## config.mk

```make
export PLATFORM = sky130hd
export DESIGN_NAME = spi_slave_responder
export DESIGN_NICKNAME = d
export VERILOG_FILES = /design/src/rtl/spi_slave_responder_pkg.sv /design/src/rtl/spi_slave_responder_sync_bit.sv /design/src/rtl/spi_slave_responder.sv
export SDC_FILE = /design/constraint.sdc
export NUM_CORES = 1
export LEC_CHECK = 0
export CAP_MARGIN = 20
export CORE_UTILIZATION = 57
export CTS_BUF_LIST = sky130_fd_sc_hd__clkbuf_4 sky130_fd_sc_hd__clkbuf_8 sky130_fd_sc_hd__clkbuf_16
export CTS_CLUSTER_SIZE = 28
export DETAILED_ROUTE_END_ITERATION = 12
export PLACE_DENSITY = 0.84
export SLEW_MARGIN = 20
export SYNTH_ARGS = -nofsm -noshare
export SYNTH_HDL_FRONTEND = slang
export SYNTH_SLANG_ARGS = --single-unit
export TNS_END_PERCENT = 10
```

## constraint.sdc

```tcl
create_clock -name clk -period 3.8 [get_ports clk]
set_clock_uncertainty 0.15 [all_clocks]
set_input_delay 0.38 -clock clk [delete_from_list [all_inputs] [get_ports clk]]
set_output_delay 0.38 -clock clk [all_outputs]
set_load 0.01 [all_outputs]
```

## src/rtl/spi_slave_responder_pkg.sv

```systemverilog
// -----------------------------------------------------------------------------
// spi_slave_responder_pkg
//   Shared constants for the SPI mode-0 responder: FSM state encodings and the
//   default filler byte sent on MISO when the local side has nothing queued.
// -----------------------------------------------------------------------------
package spi_slave_responder_pkg;

  // FSM state encodings
  localparam logic [1:0] ST_WAIT_HIGH = 2'd0;
  localparam logic [1:0] ST_IDLE      = 2'd1;
  localparam logic [1:0] ST_ACTIVE    = 2'd2;

  // Byte shifted out when no TX byte is available at a byte boundary
  localparam logic [7:0] DEFAULT_IDLE_BYTE = 8'hFF;

endpackage

```

## src/rtl/spi_slave_responder_sync_bit.sv

```systemverilog
// -----------------------------------------------------------------------------
// spi_slave_responder_sync_bit
//   STAGES-deep flip-flop chain bringing one asynchronous pin into clk.
//   Ports: clk, rst_n (async active-low), d (async input), q (synchronised).
//   RST_VAL sets the level the whole chain takes during reset, so the output
//   looks like the pin's idle level until real samples have propagated.
// -----------------------------------------------------------------------------
module spi_slave_responder_sync_bit #(
  parameter int   STAGES  = 2,
  parameter logic RST_VAL = 1'b0
) (
  input  logic clk,
  input  logic rst_n,
  input  logic d,
  output logic q
);

  logic [STAGES-1:0] chain_r;

  // Shift the pin sample through the synchroniser chain
  always_ff @(posedge clk or negedge rst_n) begin
    if (!rst_n) begin
      chain_r <= {STAGES{RST_VAL}};
    end else begin
      chain_r <= {chain_r[STAGES-2:0], d};
    end
  end

  assign q = chain_r[STAGES-1];

endmodule

```

## src/rtl/spi_slave_responder.sv

```systemverilog
// -----------------------------------------------------------------------------
// spi_slave_responder
//   SPI mode-0 (CPOL=0, CPHA=0) slave, oversampled in the clk domain.
//   Ports:
//     clk, rst_n            system clock, async active-low reset
//     spi_clk/spi_cs_n/spi_mosi  SPI pins from the master (asynchronous)
//     spi_miso, spi_miso_oe MISO data and its output enable (tristate built above)
//     tx_data/tx_valid/tx_ready  one-byte TX holding register, valid/ready handshake
//     rx_data/rx_valid      last received byte and its 1-clk update strobe
//     tx_underrun           1-clk strobe: IDLE_BYTE substituted at a byte boundary
//     frame_start/frame_end 1-clk strobes on CS assert / deassert
//     busy                  high while a frame is active
//     byte_count            completed bytes in the current/last frame (saturating)
// -----------------------------------------------------------------------------
module spi_slave_responder
  import spi_slave_responder_pkg::*;
#(
  parameter int         SYNC_STAGES = 2,
  parameter logic [7:0] IDLE_BYTE   = DEFAULT_IDLE_BYTE,
  parameter int         CNT_W       = 16
) (
  input  logic             clk,
  input  logic             rst_n,
  input  logic             spi_clk,
  input  logic             spi_cs_n,
  input  logic             spi_mosi,
  output logic             spi_miso,
  output logic             spi_miso_oe,
  input  logic [7:0]       tx_data,
  input  logic             tx_valid,
  output logic             tx_ready,
  output logic [7:0]       rx_data,
  output logic             rx_valid,
  output logic             tx_underrun,
  output logic             frame_start,
  output logic             frame_end,
  output logic             busy,
  output logic [CNT_W-1:0] byte_count
);

  function automatic logic [CNT_W-1:0] sat_inc(input logic [CNT_W-1:0] v);
    if (&v) begin
      return v;
    end else begin
      return v + {{(CNT_W-1){1'b0}}, 1'b1};
    end
  endfunction

  logic cs_sync_s, sclk_sync_s, mosi_sync_s;
  logic cs_prev_r, sclk_prev_r;
  logic [SYNC_STAGES-1:0] primed_r;
  logic [1:0] state_r;
  logic [3:0] bit_cnt_r;
  logic [7:0] rx_shift_r, tx_shift_r, hold_data_r, rx_data_r;
  logic tx_ready_r, rx_valid_r, tx_underrun_r, frame_start_r, frame_end_r;
  logic miso_oe_r, busy_r;
  logic [CNT_W-1:0] byte_count_r;

  spi_slave_responder_sync_bit #(.STAGES(SYNC_STAGES), .RST_VAL(1'b1)) u_sync_cs (
    .clk(clk), .rst_n(rst_n), .d(spi_cs_n), .q(cs_sync_s));
  spi_slave_responder_sync_bit #(.STAGES(SYNC_STAGES), .RST_VAL(1'b0)) u_sync_sclk (
    .clk(clk), .rst_n(rst_n), .d(spi_clk), .q(sclk_sync_s));
  spi_slave_responder_sync_bit #(.STAGES(SYNC_STAGES), .RST_VAL(1'b0)) u_sync_mosi (
    .clk(clk), .rst_n(rst_n), .d(spi_mosi), .q(mosi_sync_s));

  logic sclk_rise_s, sclk_fall_s, cs_fall_s, cs_rise_s, active_s, enter_s;
  logic byte_last_s, reload_s, consume_s, accept_s;
  logic [7:0] load_byte_s;

  assign sclk_rise_s = sclk_sync_s & ~sclk_prev_r;
  assign sclk_fall_s = ~sclk_sync_s & sclk_prev_r;
  assign cs_fall_s   = ~cs_sync_s & cs_prev_r;
  assign cs_rise_s   = cs_sync_s & ~cs_prev_r;
  assign active_s    = (state_r == ST_ACTIVE);
  assign enter_s     = (state_r == ST_IDLE) & cs_fall_s;
  // The 8th rise still completes the byte even when CS rises in the same clk
  assign byte_last_s = active_s & sclk_rise_s & (bit_cnt_r == 4'd7);
  assign reload_s    = active_s & ~cs_rise_s & sclk_fall_s & (bit_cnt_r == 4'd8);
  assign consume_s   = enter_s | reload_s;
  assign accept_s    = tx_valid & tx_ready_r;
  assign load_byte_s = tx_ready_r ? IDLE_BYTE : hold_data_r;

  // Edge-detect history and synchroniser priming after reset
  always_ff @(posedge clk or negedge rst_n) begin
    if (!rst_n) begin
      cs_prev_r   <= 1'b1;
      sclk_prev_r <= 1'b0;
      primed_r    <= {SYNC_STAGES{1'b0}};
    end else begin
      cs_prev_r   <= cs_sync_s;
      sclk_prev_r <= sclk_sync_s;
      primed_r    <= {primed_r[SYNC_STAGES-2:0], 1'b1};
    end
  end

  // Frame FSM with its strobes; WAIT_HIGH ignores a frame already running at
  // reset release, and only trusts cs once the synchroniser holds real samples
  always_ff @(posedge clk or negedge rst_n) begin
    if (!rst_n) begin
      state_r       <= ST_WAIT_HIGH;
      frame_start_r <= 1'b0;
      frame_end_r   <= 1'b0;
      miso_oe_r     <= 1'b0;
      busy_r        <= 1'b0;
    end else begin
      frame_start_r <= 1'b0;
      frame_end_r   <= 1'b0;
      case (state_r)
        ST_WAIT_HIGH: begin
          if (primed_r[SYNC_STAGES-1] && cs_sync_s) begin
            state_r <= ST_IDLE;
          end else begin
            state_r <= ST_WAIT_HIGH;
          end
        end
        ST_IDLE: begin
          if (cs_fall_s) begin
            state_r       <= ST_ACTIVE;
            frame_start_r <= 1'b1;
            miso_oe_r     <= 1'b1;
            busy_r        <= 1'b1;
          end else begin
            state_r <= ST_IDLE;
          end
        end
        ST_ACTIVE: begin
          if (cs_rise_s) begin
            state_r     <= ST_IDLE;
            frame_end_r <= 1'b1;
            miso_oe_r   <= 1'b0;
            busy_r      <= 1'b0;
          end else begin
            state_r <= ST_ACTIVE;
          end
        end
        default: begin
          state_r   <= ST_WAIT_HIGH;
          miso_oe_r <= 1'b0;
          busy_r    <= 1'b0;
        end
      endcase
    end
  end

  // Bit counter, receive shifter, received byte and byte counter
  always_ff @(posedge clk or negedge rst_n) begin
    if (!rst_n) begin
      bit_cnt_r    <= 4'd0;
      rx_shift_r   <= 8'h00;
      rx_data_r    <= 8'h00;
      rx_valid_r   <= 1'b0;
      byte_count_r <= {CNT_W{1'b0}};
    end else begin
      rx_valid_r <= byte_last_s;
      if (enter_s) begin
        bit_cnt_r    <= 4'd0;
        byte_count_r <= {CNT_W{1'b0}};
      end else if (active_s) begin
        if (sclk_rise_s) begin
          rx_shift_r <= {rx_shift_r[6:0], mosi_sync_s};
        end
        if (byte_last_s) begin
          rx_data_r    <= {rx_shift_r[6:0], mosi_sync_s};
          byte_count_r <= sat_inc(byte_count_r);
        end
        // A partial byte at CS rise is simply dropped by clearing the count
        if (cs_rise_s) begin
          bit_cnt_r <= 4'd0;
        end else if (sclk_rise_s) begin
          bit_cnt_r <= bit_cnt_r + 4'd1;
        end else if (reload_s) begin
          bit_cnt_r <= 4'd0;
        end else begin
          bit_cnt_r <= bit_cnt_r;
        end
      end else begin
        bit_cnt_r <= 4'd0;
      end
    end
  end

  // Transmit shifter and one-byte holding register; consumption empties the
  // holder, and a write arriving while it is empty is taken after that
  always_ff @(posedge clk or negedge rst_n) begin
    if (!rst_n) begin
      tx_shift_r    <= 8'h00;
      hold_data_r   <= 8'h00;
      tx_ready_r    <= 1'b1;
      tx_underrun_r <= 1'b0;
    end else begin
      tx_underrun_r <= consume_s & tx_ready_r;
      if (consume_s) begin
        tx_shift_r <= load_byte_s;
      end else if (active_s && !cs_rise_s && sclk_fall_s) begin
        tx_shift_r <= {tx_shift_r[6:0], 1'b0};
      end else begin
        tx_shift_r <= tx_shift_r;
      end
      if (accept_s) begin
        hold_data_r <= tx_data;
        tx_ready_r  <= 1'b0;
      end else if (consume_s) begin
        tx_ready_r <= 1'b1;
      end else begin
        tx_ready_r <= tx_ready_r;
      end
    end
  end

  assign spi_miso    = tx_shift_r[7];
  assign spi_miso_oe = miso_oe_r;
  assign tx_ready    = tx_ready_r;
  assign rx_data     = rx_data_r;
  assign rx_valid    = rx_valid_r;
  assign tx_underrun = tx_underrun_r;
  assign frame_start = frame_start_r;
  assign frame_end   = frame_end_r;
  assign busy        = busy_r;
  assign byte_count  = byte_count_r;

endmodule

```

# == Word level (Yosys, flattened, before mapping) ==
# Cells that the tools add are included.
# op_classes
add_sub_neg,2
eq_ne,8
n_mux,25
bitwise,20
n_reduce_logical,14
# ops
op,n
2-to-1 mux 16 bit,4
2-to-1 mux 8 bit,3
2-to-1 mux 4 bit,5
adder 16 x 1 -> 16 bit (second input constant),1
AND reduction 16 bit,1
AND 1 bit,12
AND reduction 3 bit,4
2-to-1 mux 1 bit,9
nonzero test 2 bit,4
NOT 1 bit,7
!= test 2 bit (second input constant),3
one-hot mux 2 bit (3 select lines),1
!= test 5 x 3 -> 1 bit (second input constant),1
adder 4 x 1 -> 4 bit (second input constant),1
== test 4 x 3 -> 1 bit (second input constant),1
== test 4 bit (second input constant),1
2-to-1 mux 2 bit,2
logical AND 1 bit,3
one-hot mux 1 bit (3 select lines),1
== test 2 x 1 -> 1 bit (second input constant),1
== test 2 bit (second input constant),1
zero test 2 bit,1
zero test 1 bit,1
OR 1 bit,1
# totals
reg_bits,69
output_inout_bits,32
wordCells,88

# == Logic depth before layout (Yosys ltp) ==
# Gate-level depths: netlist of the first run.
# depth
depth_word,11
depth_mapped,8
ltp_nobuf,7

# == Modules after synthesis ==
# Synthesis of the first run repeated with hierarchy kept, for this count alone.
# unflattened
hier_cells,274
hier_area_um2,2947.8
# by_module_without_submodules
module,n_inst,cells_each,area_each_um2,seq_area_each_um2
spi_slave_responder,1,268,2795.2,1579.0
spi_slave_responder_sync_bit at u_sync_mosi ...,2,2,50.0,50.0
spi_slave_responder_sync_bit at u_sync_cs,1,2,52.6,52.6

# == Worst setup path after synthesis of the first run ==
# OpenSTA, ideal clock, no wires.
# synth_timing
path_type,flip-flop to flip-flop
from,reg byte_count_r[0] (netlist: byte_count[0])
to,reg byte_count_r[13] (netlist: byte_count[13])
setup_ns,0.132
t_arrival_ns,1.693
required_time_ns,3.518
path_slack_ns,1.826
stages_incl_launch_ff,8
path_buffers,1
period_less_slack_ns,1.974
cell_sequence,dfrtp_1 > ha_1 > nand4_1 > or4_4 > buf_6 > nand4_1 > xor2_1 > nor2_1
# synth_between
elab_chain_cells,5
# synth_lines
element,line_no,rtl
"start, declared",spi_slave_responder.sv:57,logic [CNT_W-1:0] byte_count_r;
"start signal, assigned",spi_slave_responder.sv:152,byte_count_r <= {CNT_W{1'b0}};
"start signal, assigned",spi_slave_responder.sv:157,byte_count_r <= {CNT_W{1'b0}};
"start signal, assigned",spi_slave_responder.sv:164,byte_count_r <= sat_inc(byte_count_r);
adder 16 x 1 -> 16 bit,spi_slave_responder.sv:45,"return v + {{(CNT_W-1){1'b0}}, 1'b1};"
2-to-1 mux 16 bit,spi_slave_responder.sv:42,if (&v) begin
2-to-1 mux 16 bit,spi_slave_responder.sv:162,if (byte_last_s) begin
2-to-1 mux 16 bit,spi_slave_responder.sv:158,end else if (active_s) begin
2-to-1 mux 16 bit,spi_slave_responder.sv:155,if (enter_s) begin
# Parallel ways exist; a longest one is shown, timed or not. The select of a mux whose other input is x is not followed.
# A chain may end at the register's enable or synchronous reset.

# == Worst setup path after layout of the first run ==
# layout_timing
from,reg sclk_prev_r
to,reg byte_count_r[7] (netlist: byte_count[7])
# layout_between
elab_chain_cells,6
# layout_lines
element,line_no,rtl
"start, declared",spi_slave_responder.sv:50,"logic cs_prev_r, sclk_prev_r;"
"start signal, assigned",spi_slave_responder.sv:91,sclk_prev_r <= sclk_sync_s;
NOT 1 bit,spi_slave_responder.sv:70,assign sclk_rise_s = sclk_sync_s & ~sclk_prev_r;
AND 1 bit,spi_slave_responder.sv:70,
AND 1 bit (2 in series),spi_slave_responder.sv:77,assign byte_last_s = active_s & sclk_rise_s & (bit_cnt_r == 4'd7);
nonzero test 2 bit (no source line),--,
AND reduction 3 bit (no source line),--,
# Every way passes these cells.

==> summary.log, run 1 <==
qor: power.seq_power_share 51.1%
qor: worst_hold_path.timing.hold.worst_endpoint u_sync_mosi.chain_r[1]
qor: floorplan.die_width 74.58 microns
qor: cts.post_cts.resized_instances 0
qor: floorplan.start_util 59.17%
qor: drt.routedWlPerCell 13.93 microns
qor: setup_path.critical_path.reg2reg.startpoint sclk_prev_r
qor: synth.xor_xnor_fraction_of_synth_area 3.792%
qor: floorplan.ios 46
qor: worst_hold_path.hold_path_startpoint u_sync_mosi.chain_r[0]
qor: power.power.static_leakage 1.681 nW
qor: floorplan.num_rows 26
qor: finish.fillerInstances 374
qor: grt.grt_util_all_layers 22.78%
qor: drt.detailedRoute.firstPassIterationCount 4
qor: setup_path.worst_ep_required_time 3.94 ns
qor: timing.setup_repair_after_global_routing_missed_its_margin no
qor: setup_path.arrival 2.80 ns
qor: timing.slew-limit-headroom 38.67%
qor: synth.postSynth.asyncResetShare 100.0%
qor: setup_path.setup.worst_path.start_class flip-flop
qor: grt.antenna_found_initial 0
qor: synth.synthMostInstantiatedCell sky130_fd_sc_hd__dfrtp_1
qor: outcome.outcome finished, final reports clean
qor: synth.synthCells 274
qor: cts.cts_root_buffer sky130_fd_sc_hd__clkbuf_8
qor: cts.cts_tree done
qor: setup_path.reg2reg_slack 1.14 ns
qor: synth.synth_edf_count 0
qor: power.switching_share 27.87%
qor: cts.clk_path_buf_depth 2
qor: synth.area_fraction_in_compound_gates_after_synthesis 7.917%
qor: setup_path.reg2regPathDepth 5
qor: setup_path.regToRegEndpoint byte_count[7]
qor: synth.synth_area_per_cell 10.96 sq um
qor: synth.yosysTopAreaCell sky130_fd_sc_hd__dfrtp_1
qor: drt.drt_drc_violations_left 0
qor: synth.combinational_family_with_the_most_area_after_synthesis simple AND/OR/NAND/NOR gates
qor: drt.detailedRoute.firstIterationViolations 130
qor: timing.slew_viol_final 0
qor: timing.layout_setup_ws 1.138 ns
qor: grt.grt_first_pass_wirelength 9.225 mm
qor: grt.grt_start_max_net_pins 34
qor: synth.synth_cell_types 44
qor: timing.timing.final.hold_violations 0
qor: synth.ys_warn_count 0
qor: synth.yosys.area_share.simple 19.83%
qor: drt.drt-vias-per-instance 5.518
qor: timing.final_min_period_over_clock_period 70.06%
qor: synth.yosys-mux-area-fraction 6.000%
qor: cts.clk_pin_slew 0.07 ns
qor: placement.placement.cell_area 3478 sq um
qor: finish.finish.net_count 338
qor: setup_path.critical_path_peak_fanout 23
qor: synth.synthTopCellsByArea sky130_fd_sc_hd__dfrtp_1 54%, sky130_fd_sc_hd__mux2_2 6.0%, sky130_fd_sc_hd__nor2_1 5.1%, sky130_fd_sc_hd__nand2_1 4.4%, sky130_fd_sc_hd__xor2_1 3.8%
qor: drt.vias 2185
qor: cts.numCtsBuffers 9
qor: floorplan.core_area 5075 sq um
qor: power.power.density 509.1 nW/um^2
qor: power.internal_power 1.353 mW
qor: timing.setup_tns 0 ns
qor: power.total_switching_power 522.6 uW
qor: drt.routed_wirelength 5.515 mm
qor: placement.pre_cts_slack 1.160 ns
qor: cts.cts-htree-levels 3
qor: timing.fmax 375.6 MHz
qor: timing.worst_slew_pin_slew 0.9169 ns
qor: synth.sequential_element_share_of_the_synthesized_area 57.67%
qor: finish.share_of_post_route_cells_with_drive_strength_above_1 15.34%
qor: drt.wirelength_met1 2.494 mm
qor: setup_path.worstSetupStartpoint sclk_prev_r
qor: synth.synthAdderAreaFrac 1.250%
qor: synth.synth_top_area_share 54.17%
qor: placement.place.port_buffers 45
qor: finish.layout-area-overhead-vs-synth 22.67%
qor: power.finalPower 1.875 mW
qor: power.irDropWorstVdd 0.4583 mV
qor: synth.syn_area 3003 sq um
qor: synth.postSynthNetCount 291
qor: setup_path.setup.worst_path.end_class flip-flop
qor: grt.grt.overflow.total 0
qor: cts.clock_insertion_delay_worst_skew 0.35 ns
qor: worst_hold_path.min_path_cells 0
qor: placement.detailedPlacementHpwl 3.779 mm
qor: grt.grt_pass1_vias 2015
qor: cts.clock_sink_count 69
qor: placement.routabilityCongestion 0.7737
qor: drt.wl_met2 2.627 mm
qor: worst_hold_path.holdCritPathClass flip-flop to flip-flop
qor: finish.num_antenna_cells 0
qor: drt.wl_met3 260 microns
qor: drt.ant_nets 0
qor: drt.highest_layer met4
qor: floorplan.design.die.area 5562 sq um
qor: synth.ys_seq_elements 69
qor: setup_path.timing_worst_setup_path_type flip-flop to flip-flop
qor: power.comb_power_share 17.8%
qor: synth.dominantRegCellSynth sky130_fd_sc_hd__dfrtp_1
qor: flow_run.maxCapViolCount 0
qor: power.clockPowerShare 31.1%
qor: timing.post-route-min-period 2.662 ns
qor: synth.synth_top_cells_by_count 65 x sky130_fd_sc_hd__dfrtp_1, 41 x sky130_fd_sc_hd__nor2_1, 35 x sky130_fd_sc_hd__nand2_1
qor: timing.report.final.setup_viol 0
qor: finish.layout.cell_area.non_filler 3684 sq um
qor: floorplan.floorplan.die.height 74.58 microns
power groups by stage:
| stage | clock (mW) | sequential (mW) | combinational [mW] |
|---|---|---|---|
| floorplan | 0 | 0.937 | 0.242 |
| global placement | 0 | 0.960 | 0.320 |
| detailed placement | 0 | 0.970 | 0.336 |
| CTS | 0.602 | 0.957 | 0.338 |
| global route | 0.625 | 0.976 | 0.373 |
| finish | 0.583 | 0.959 | 0.333 |
cell families (layout without fill, tap and decap cells):
group / Yosys count / in the layout
other: 1 / 1
and+or+nand+nor: 121 / 121
DFF: 69 / 69
buffers and inverters: 19 / 71
adders and majority gates: 3 / 3
AOI/OAI and AO/OA: 32 / 32
xor gates and xnor gates: 13 / 13
muxes: 16 / 16
worst max path at each step:
stage,to,slack (ns),depth (start not counted)
after CTS,byte_count[7],1.14,5
after detailed placement,byte_count[7],1.16,5
final,byte_count[7],1.14,5
after global routing,byte_count[7],0.95,5
after global placement,byte_count[7],1.26,5
after floorplan,byte_count[13],1.83,7
through the flow:
stage	cells	util [%]	hold WS, ns
6_report	396	72.58	0.2011
5_1_grt	396	72.58	0.2172
4_1_cts	396	72.58	0.2028
3_5_place_dp	379	68.54	0.1855
3_3_place_gp	379	68.54	0.1833
2_1_floorplan	274	-	-0.06559
layout make-up:
cell class                      count  area, sq um  share of cell area [%]
Sequential cell                    69         1732                   47.01
Multi-Input combinational cell    186         1169                   31.73
Timing Repair Buffer               49        478.0                   12.98
Clock buffer                       10        131.4                   3.567
Tap cell                           70        87.58                   2.378
Clock inverter                      6        63.81                   1.732
Inverter                            6        22.52                  0.6114
flip-flops by register name (all words and copies together) (netlist names):
register	flops
sclk_prev_r	1
rx_valid	1
frame_start	1
frame_end	1
busy	1
cs_prev_r	1
rx_shift_r	7
u_sync_sclk.chain_r	2
bit_cnt_r	4
tx_underrun	1
primed_r	2
u_sync_mosi.chain_r	2
tx_ready	1
u_sync_cs.chain_r	2
state_r	2
hold_data_r	8
rx_data	8
tx_shift_r	8
byte_count	16
layout by cell type, fill, tap and decap left out, types with 2 or more instances in the layout:
| cell type | count |
|---|---|
| sky130_fd_sc_hd__a211o_1 | 7 |
| sky130_fd_sc_hd__nand2b_1 | 2 |
| sky130_fd_sc_hd__nand3_2 | 2 |
| sky130_fd_sc_hd__dfstp_2 | 4 |
| sky130_fd_sc_hd__nand4_1 | 11 |
| sky130_fd_sc_hd__or2_2 | 3 |
| sky130_fd_sc_hd__clkinvlp_4 | 2 |
| sky130_fd_sc_hd__a211oi_1 | 8 |
| sky130_fd_sc_hd__inv_1 | 6 |
| sky130_fd_sc_hd__nor2_1 | 41 |
| sky130_fd_sc_hd__ha_1 | 3 |
| sky130_fd_sc_hd__buf_4 | 3 |
| sky130_fd_sc_hd__o211ai_1 | 2 |
| sky130_fd_sc_hd__clkdlybuf4s50_1 | 44 |
| sky130_fd_sc_hd__nor2b_1 | 2 |
| sky130_fd_sc_hd__nand2_1 | 35 |
| sky130_fd_sc_hd__xor2_1 | 13 |
| sky130_fd_sc_hd__mux2_2 | 16 |
| sky130_fd_sc_hd__a21oi_1 | 2 |
| sky130_fd_sc_hd__o21ai_0 | 4 |
| sky130_fd_sc_hd__nand3_1 | 9 |
| sky130_fd_sc_hd__o31ai_1 | 3 |
| sky130_fd_sc_hd__dfrtp_1 | 65 |
| sky130_fd_sc_hd__clkinv_2 | 2 |
| sky130_fd_sc_hd__clkbuf_8 | 9 |
| sky130_fd_sc_hd__and2_1 | 3 |
| sky130_fd_sc_hd__and3_1 | 4 |
worst max-delay path, cell delays in order, from the launching register on:
cell and delay (ns):
sky130_fd_sc_hd__dfrtp_1 0.41, sky130_fd_sc_hd__nand4bb_1 0.45, sky130_fd_sc_hd__nor3_4 0.88, sky130_fd_sc_hd__nand3_2 0.19, sky130_fd_sc_hd__or4_1 0.45, sky130_fd_sc_hd__nand2_1 0.08
what timing repair did:
action | in CTS | in global routing
setup buffers | 0 | 0
hold endpoints to repair | 27 | 0
hold buffers | 1 | 0
layer usage:
layer | up-vias | track usage [%]
met5 | - | 0
met4 | 0 | 13.42
met3 | 12 | 5.014
met2 | 73 | 34.53
met1 | 1054 | 30.26
li1 | 1046 | -
(Power assumes the default switching activity.)
==> inputs of run 2 (changes only) <==
- CORE_UTILIZATION: 57 -> 48
- PLACE_DENSITY: 0.84 -> 0.75
- clock period: 3.8 -> 2.2 ns (I/O delays scaled with it)
==> summary.log, run 2 (synthesis results as in run 1) <==
qor: setup_path.crit_path_buf_inv_count 0 [unchanged]
qor: grt.antenna_found_initial 0 [unchanged]
qor: setup_path.cp_cell_sequence ha_1 > nand4_1 > or4_4 > nand4_1 > xor2_1 > nor2_1 [was nand4bb_1 > nor3_4 > nand3_2 > or4_1 > nand2_1]
qor: finish.share_of_post_route_cells_with_drive_strength_above_1 17.12% [was 15.34%]
qor: setup_path.critical-path-max-stage-delay 0.60 ns [was 0.88 ns]
qor: worst_hold_path.timing.hold.worst_endpoint u_sync_cs.chain_r[0] [was u_sync_mosi.chain_r[1]]
qor: placement.pre_cts_slack 0.1849 ns [was 1.160 ns]
qor: timing.final_min_period_over_clock_period 92.69% [was 70.06%]
qor: power.power.static_leakage 1.741 nW [was 1.681 nW]
qor: floorplan.ios 46 [unchanged]
qor: grt.grt_first_pass_wirelength 9.156 mm [was 9.225 mm]
qor: setup_path.worst_ep_required_time 2.28 ns [was 3.94 ns]
qor: drt.drt_drc_violations_left 0 [unchanged]
qor: timing.setup_tns 0 ns [unchanged]
qor: power.irDropWorstVdd 0.5800 mV [was 0.4583 mV]
qor: setup_path.reg2reg_slack 0.16 ns [was 1.14 ns]
qor: cts.post_cts.resized_instances 0 [unchanged]
qor: placement.placed_cells 391 [was 379]
qor: finish.storage_cell_area 1732 sq um [unchanged]
qor: floorplan.start_util 50.13% [was 59.17%]
qor: cts.postCtsHoldBufs 1 [unchanged]
qor: timing.timing.final.hold_violations 0 [unchanged]
qor: finish.num_antenna_cells 0 [unchanged]
qor: floorplan.core_area 5991 sq um [was 5075 sq um]
qor: timing.post-route-min-period 2.039 ns [was 2.662 ns]
qor: flow_run.maxCapViolCount 0 [unchanged]
qor: drt.ant_nets 0 [unchanged]
qor: timing.slew_viol_final 0 [unchanged]
qor: drt.routed_wirelength 5.339 mm [was 5.515 mm]
qor: finish.fillerInstances 472 [was 374]
qor: setup_path.critical_path_peak_fanout 11 [was 23]
qor: timing.fmax 490.4 MHz [was 375.6 MHz]
qor: floorplan.num_rows 28 [was 26]
qor: floorplan.design.die.area 6576 sq um [was 5562 sq um]
qor: setup_path.cell_repeated_most_along_the_worst_path sky130_fd_sc_hd__nand4_1
qor: finish.multi_input_combinational_cell_area 1169 sq um [unchanged]
qor: outcome.outcome finished, final reports clean [unchanged]
qor: finish.largest_reg_flops 16 [unchanged]
qor: cts.clk_pin_slew 0.07 ns [about the same]
qor: setup_path.critical-path-top-delay-family simple AND/OR/NAND/NOR gates [unchanged]
qor: floorplan.floorplan.die.height 81.10 microns [was 74.58 microns]
qor: worst_hold_path.min_path_cells 1 [was 0]
qor: cts.clk_path_buf_depth 2 [unchanged]
qor: grt.grt.overflow.total 0 [unchanged]
qor: placement.routabilityCongestion 0.7771 [was 0.7737]
qor: worst_hold_path.holdCritPathClass input port to flip-flop [was flip-flop to flip-flop]
qor: power.power.density 871.3 nW/um^2 [was 509.1 nW/um^2]
qor: grt.grt_util_all_layers 18.55% [was 22.78%]
qor: setup_path.critical_path.reg2reg.startpoint byte_count[0] [was sclk_prev_r]
qor: setup_path.arrival 2.12 ns [was 2.80 ns]
qor: drt.drt-vias-per-instance 5.260 [was 5.518]
qor: cts.cts-htree-levels 3 [unchanged]
qor: grt.grt_start_max_net_pins 70 [was 34]
qor: drt.detailedRoute.firstPassIterationCount 4 [unchanged]
qor: setup_path.setup.worst_path.start_class flip-flop [unchanged]
qor: cts.clock_sink_count 69 [unchanged]
qor: timing.layout_setup_ws 0.1608 ns [was 1.138 ns]
qor: cts.cts_setup_buffers 0 [unchanged]
qor: finish.stdcell_count 408 [was 396]
qor: setup_path.timing_worst_setup_path_type flip-flop to flip-flop [unchanged]
qor: timing.report.final.setup_viol 0 [unchanged]
qor: setup_path.slowest_stage sky130_fd_sc_hd__or4_4 [was sky130_fd_sc_hd__nor3_4]
qor: finish.mostFrequentLayoutCell sky130_fd_sc_hd__dfrtp_1 [unchanged]
qor: finish.finish.net_count 345 [was 338]
qor: drt.detailedRoute.firstIterationViolations 113 [was 130]
qor: timing.setup_repair_after_global_routing_missed_its_margin no [unchanged]
qor: floorplan.die_width 81.10 microns [was 74.58 microns]
qor: drt.vias 2146 [was 2185]
qor: cts.numCtsBuffers 9 [unchanged]
qor: cts.cts_root_buffer sky130_fd_sc_hd__clkbuf_8 [unchanged]
qor: setup_path.reg2regPathDepth 6 [was 5]
qor: finish.layout.cells.most_common_list 65 x sky130_fd_sc_hd__dfrtp_1, 44 x sky130_fd_sc_hd__clkdlybuf4s50_1, 41 x sky130_fd_sc_hd__nor2_1 [unchanged]
qor: placement.detailedPlacementHpwl 3.587 mm [was 3.779 mm]
qor: grt.grt_pass1_vias 2019 [was 2015]
qor: drt.routedWlPerCell 13.09 microns [was 13.93 microns]
qor: cts.clock_insertion_delay_worst_skew 0.34 ns [was 0.35 ns]
qor: setup_path.setup.worst_path.end_class flip-flop [unchanged]
qor: finish.layout-area-overhead-vs-synth 25.96% [was 22.67%]
qor: cts.cts_tree done [unchanged]
qor: placement.place.port_buffers 45 [unchanged]
qor: worst_hold_path.hold_path_startpoint spi_cs_n [was u_sync_mosi.chain_r[0]]
qor: setup_path.regToRegEndpoint byte_count[11] [was byte_count[7]]
run 2: stage by stage:
stage                     total power [mW]  instance area (sq um)  utilization [%]  hold slack [ns]
after floorplan                      2.038                   3003                -          -0.2256
after global placement               2.230                   3562            59.46           0.1167
after detailed placement             2.258                   3562            59.46           0.1193
after CTS                            3.332                   3782            63.14           0.1083
after global routing                 3.469                   3782            63.14           0.1256
final                                3.296                   3782            63.14           0.1299
run 2: routing by layer:
layer  wire, microns  share of wire, %  GRT usage [%]  vias to the layer above
li1                -                 -              -                     1052
met1            2570                48          23.97                     1041
met2            2494                47          28.99                       47
met3             219               4.1          6.067                        6
met4              54               1.0          6.964                        0
met5               0                 0              0                        -
run 2: final cells by class:
| type | count | share of cell area (%) |
|---|---|---|
| Inverter | 6 | 0.5954 |
| Tap cell | 75 | 2.481 |
| Multi-Input combinational cell | 186 | 30.90 |
| Clock buffer | 12 | 4.367 |
| Clock inverter | 4 | 1.191 |
| Sequential cell | 69 | 45.78 |
| Timing Repair Buffer | 56 | 14.69 |
run 2: where the power goes:
part,switching (mW),internal (mW)
registers,0.147,1.49
logic,0.268,0.325
clock network,0.453,0.610
total,0.867,2.43
run 2: how the worst max path moves through the flow:
| stage | from | endpoint | slack [ns] | cells after the start |
|---|---|---|---|---|
| global placement | byte_count[0] | byte_count[13] | 0.24 | 6 |
| floorplan | byte_count[0] | byte_count[13] | 0.23 | 7 |
| detailed placement | byte_count[0] | byte_count[4] | 0.18 | 6 |
| global route | cs_prev_r | bit_cnt_r[3] | 0.06 | 5 |
| finish | byte_count[0] | byte_count[11] | 0.16 | 6 |
| CTS | byte_count[0] | byte_count[11] | 0.15 | 6 |
run 2: worst reg2reg max path, delay by kind of cell, from the launching register on:
family,cells,cell delay [ns]
xor gates and xnor gates,1,0.16
adders and majority gates,1,0.23
DFF,1,0.44
and+or+nand+nor,4,0.95
